[config.mk]
export PLATFORM = sky130hd
export DESIGN_NAME = mem_bus_if
export DESIGN_NICKNAME = d
export VERILOG_FILES = /design/src/rtl/mem_bus_if.sv
export SDC_FILE = /design/constraint.sdc
export NUM_CORES = 1
export LEC_CHECK = 0
export CORE_ASPECT_RATIO = 1.4
export CORE_UTILIZATION = 40
export DETAILED_ROUTE_END_ITERATION = 12
export HOLD_SLACK_MARGIN = 0.02
export PLACE_DENSITY = 0.79
export SLEW_MARGIN = 15
export SYNTH_ARGS = -nofsm -noshare
export SYNTH_HDL_FRONTEND = slang
export SYNTH_SLANG_ARGS = --single-unit
[constraint.sdc]
create_clock -name clk -period 3.1 [get_ports clk]
set_clock_uncertainty 0.05 [all_clocks]
set_input_delay 0.465 -clock clk [delete_from_list [all_inputs] [get_ports clk]]
set_output_delay 0.465 -clock clk [all_outputs]
set_load 0.05 [all_outputs]
[src/rtl/mem_bus_if.sv]
// Wishbone master bridge between the CPU memory stage and the bus.
// Holds one access at a time and stalls the pipeline until its ack.
//
// state          | meaning
// IDLE           | no access outstanding; a request launches a bus cycle
// BUSY           | bus cycle in flight, waiting for wb_ack_i
// WAIT_FOR_STALL | access done but pipeline frozen; present buffered read data
module mem_bus_if (
  input  logic        clk,
  input  logic        rst,
  input  logic [5:0]  stall,
  input  logic        flush,
  input  logic        cpu_ce_i,
  input  logic [31:0] cpu_addr_i,
  input  logic [31:0] cpu_data_i,
  input  logic        cpu_we_i,
  input  logic [3:0]  cpu_sel_i,
  output logic [31:0] cpu_data_o,
  output logic        stallreq,
  input  logic [31:0] wb_data_i,
  input  logic        wb_ack_i,
  output logic [31:0] wb_addr_o,
  output logic [31:0] wb_data_o,
  output logic [3:0]  wb_sel_o,
  output logic        wb_we_o,
  output logic        wb_stb_o,
  output logic        wb_cyc_o
);

  typedef enum logic [1:0] {
    IDLE           = 2'd0,
    BUSY           = 2'd1,
    WAIT_FOR_STALL = 2'd2
  } state_t;

  state_t      state;
  logic [31:0] rd_buf;

  always_ff @(posedge clk) begin
    if (rst) begin
      state     <= IDLE;
      wb_addr_o <= '0;
      wb_data_o <= '0;
      wb_sel_o  <= '0;
      wb_we_o   <= 1'b0;
      wb_stb_o  <= 1'b0;
      wb_cyc_o  <= 1'b0;
      rd_buf    <= '0;
    end else begin
      case (state)
        IDLE: begin
          if (cpu_ce_i && !flush) begin
            wb_addr_o <= cpu_addr_i;
            wb_data_o <= cpu_data_i;
            wb_sel_o  <= cpu_sel_i;
            wb_we_o   <= cpu_we_i;
            wb_stb_o  <= 1'b1;
            wb_cyc_o  <= 1'b1;
            state     <= BUSY;
          end
        end
        BUSY: begin
          // Flush wins over a coincident ack: the access is abandoned.
          if (flush) begin
            wb_addr_o <= '0;
            wb_data_o <= '0;
            wb_sel_o  <= '0;
            wb_we_o   <= 1'b0;
            wb_stb_o  <= 1'b0;
            wb_cyc_o  <= 1'b0;
            rd_buf    <= '0;
            state     <= IDLE;
          end else if (wb_ack_i) begin
            wb_addr_o <= '0;
            wb_data_o <= '0;
            wb_sel_o  <= '0;
            wb_we_o   <= 1'b0;
            wb_stb_o  <= 1'b0;
            wb_cyc_o  <= 1'b0;
            rd_buf    <= wb_data_i;
            state     <= (stall != 6'd0) ? WAIT_FOR_STALL : IDLE;
          end
        end
        WAIT_FOR_STALL: begin
          if (stall == 6'd0) state <= IDLE;
        end
        default: state <= IDLE;
      endcase
    end
  end

  always_comb begin
    stallreq   = 1'b0;
    cpu_data_o = '0;
    if (!rst) begin
      case (state)
        IDLE: stallreq = cpu_ce_i && !flush;
        BUSY: begin
          stallreq = !wb_ack_i;
          if (wb_ack_i) cpu_data_o = wb_data_i;
        end
        WAIT_FOR_STALL: cpu_data_o = rd_buf;
        default: ;
      endcase
    end
  end

endmodule

==> results.json <==
{
  "cts.clk_slew.worst_paths_ns": 0.06,
  "grt_pass1_wl_um": 21300,
  "antenna_left": 0,
  "core_um2": 10900,
  "clk_latency_ns": 0.33,
  "yosysTopAreaCell": "dfxtp_1",
  "synth_seq_cells": 104,
  "finalSetupViolations": 0,
  "crit_path_start_kind": "input port",
  "root_buffer": "clkbuf_16",
  "detail_route.wl_per_cell_um": 15.1,
  "synth_top_area_frac": 0.463,
  "via_per_inst": 5.24,
  "max-clock-path-buffers": 2,
  "gp_congestion": 0.774,
  "place_ws_ns": 0.435,
  "rsz0062_at_grt": "false",
  "finalCritPeriodShare": 0.862,
  "dr.first_iter.drc_count": 182,
  "top_layer_used": "met4",
  "grt.total_usage": 0.227,
  "wl_met3_um": 839,
  "initial_core_util": 0.413,
  "tightest_slew_ns": 0.702,
  "ctsHoldBuffers": 0,
  "syn_avg_cell_area_um2": 8.05,
  "cp_max_fo": 25,
  "die_h_um": 127,
  "hold_violations": 0,
  "hpwlAfterDp_um": 9460,
  "ir_drop_v": 0.000357,
  "rows": 45,
  "drc": 0,
  "status": "complete, no violations",
  "drive_gt1_frac": 0.0861,
  "yosysWarnings": 0,
  "die-area_um2": 11700,
  "period_minus_slack_ns": 2.67,
  "ys_seq_area_frac": 0.463,
  "ioPinCount": 216,
  "die_w_um": 91.6,
  "final_nets": 854,
  "rrSetupSlack_ns": 0.82,
  "drtPass1Iterations": 5,
  "final_max_slew_viol_count": 0,
  "max_freq_mhz": 374,
  "synth_area_leaders": "dfxtp_1 (46%), a21oi_1 (11%), nand3_1 (7.7%)",
  "wl_met2_um": 6860,
  "h-tree-depth": 3,
  "syn_inst": 558,
  "hp-class": "reg -> reg",
  "tritoncts": "done",
  "synth.net_count": 674,
  "arrival_ns": 2.16,
  "fin_ws_ns": 0.427,
  "worstSetupEndpointType": "output pin",
  "insertedDiodeCount": 0,
  "syn_area_um2": 4490,
  "portBuffers": 215,
  "grt_overflow": 0,
  "cts_sinks": 104,
  "p_leak_nw": 2.47,
  "slew_headroom": 0.532,
  "synth.lib_cells_used.distinct": 30,
  "maxCapViolations": 0,
  "nFillCells": 879,
  "antenna_found_initial": 0,
  "grt_max_degree": 72,
  "finalSetupTns_ns": 0,
  "worstSetupPathType": "in -> out",
  "cp_data_required_time_ns": 2.58,
  "powerDensity_nw_per_um2": 681,
  "grt_pass1_vias": 4391,
  "cts_post_setup_buffers_inserted": 0,
  "cts_inserted_buffers": 9,
  "vias": 4636,
  "area_delta_synth_final_pct": 61.2,
  "post_cts_resize_count": 0,
  "drt-met1-wl_um": 5240,
  "drt-total-wl_um": 13300
}
==> per-layer routing <==
metal | vias to the layer above | track usage
li1 | 2283 | -
met1 | 2152 | 0.257
met2 | 173 | 0.404
met3 | 28 | 0.0542
met4 | 0 | 0.0980
met5 | - | 0
==> critical path, stage by stage <==
cell and delay [ns]:
clkdlybuf4s50_1 0.61, and2_1 0.39, buf_12 0.22, a22oi_1 0.08, nor2_1 0.21, buf_12 0.17
==> synth_stat cells, drive strengths merged <==
master	instances
dfxtp	104
a21oi	102
nand2	70
nand3	69
nor2	67
clkbuf	33
nor3b	33
a22oi	32
buf	23
ha	4
nand2b	4
inv	3
nor4	2
o32ai	2
a211oi	1
a21o	1
and2	1
and2b	1
mux2i	1
nand3b	1
nor2b	1
o211ai	1
o21ai	1
o32a	1
==> kinds of logic (layout without fill, tap and decap cells) <==
group / after synthesis / in the layout / share of synthesized area
compound gates: 141 / 141 / 0.185
fa+ha+maj: 4 / 4 / 0.0111
simple gates: 249 / 249 / 0.266
buf+inv: 59 / 244 / 0.0724
flops: 104 / 104 / 0.463
mux: 1 / 1 / 0.00223
==> path summary, 6_finish.rpt <==
| path | from | endpoint | cells past startpoint |
|---|---|---|---|
| max | wb_ack_i | cpu_data_o[0] | 6 |
| min | wb_addr_o[0]$_SDFFE_PP0P_ | wb_addr_o[0]$_SDFFE_PP0P_ | 2 |
| max reg2reg | state[1]$_SDFFE_PP0P_ | wb_addr_o[16]$_SDFFE_PP0P_ | 8 |
| min reg2reg | wb_addr_o[0]$_SDFFE_PP0P_ | wb_addr_o[0]$_SDFFE_PP0P_ | 2 |
==> cells in the final DEF (no fill, tap or decap), types with 2 or more instances in the layout <==
master / n
inv_1: 2
nor4_1: 2
nand3_1: 69
buf_4: 9
clkinvlp_4: 2
clkdlybuf4s50_1: 181
clkbuf_1: 2
a21oi_1: 102
nor2_1: 67
nand2b_1: 4
clkbuf_16: 9
nand2_1: 70
ha_1: 4
buf_12: 35
nor3b_1: 32
a22oi_1: 32
dfxtp_1: 104
==> final cells by class <==
| type | instances | area (um2) | share of cell area |
|---|---|---|---|
| Timing Repair Buffer | 225 | 2580 | 0.356 |
| Inverter | 3 | 11.3 | 0.00155 |
| Sequential cell | 104 | 2080 | 0.287 |
| Tap cell | 141 | 176 | 0.0244 |
| Multi-Input combinational cell | 395 | 2090 | 0.289 |
| Clock inverter | 4 | 53.8 | 0.00743 |
| Clock buffer | 12 | 246 | 0.0340 |
==> power by group <==
| group | switching [mW] | total, mW | internal (mW) |
|---|---|---|---|
| registers | 0.109 | 1.65 | 1.54 |
| logic | 1.40 | 2.15 | 0.749 |
| clock network | 0.478 | 1.13 | 0.650 |
==> registers in the layout, indices dropped and copies added, names as in the netlist <==
name,count
rd_buf,32
wb_addr_o,32
wb_data_o,32
wb_sel_o,4
state,2
wb_cyc_o,1
wb_we_o,1
==> stage by stage <==
| stage | power, mW | hold slack [ns] | util | instance area [um2] | std cells |
|---|---|---|---|---|---|
| after global placement | 3.79 | 0.387 | 0.639 | 6940 | 868 |
| after detailed placement | 3.84 | 0.396 | 0.639 | 6940 | 868 |
| final | 4.93 | 0.401 | 0.667 | 7240 | 884 |
| after CTS | 4.98 | 0.404 | 0.667 | 7240 | 884 |
| after floorplan | 3.18 | 0.407 | - | 4490 | 558 |
| after global routing | 5.20 | 0.419 | 0.667 | 7240 | 884 |
Note: power is estimated with default switching activity, not from simulation.
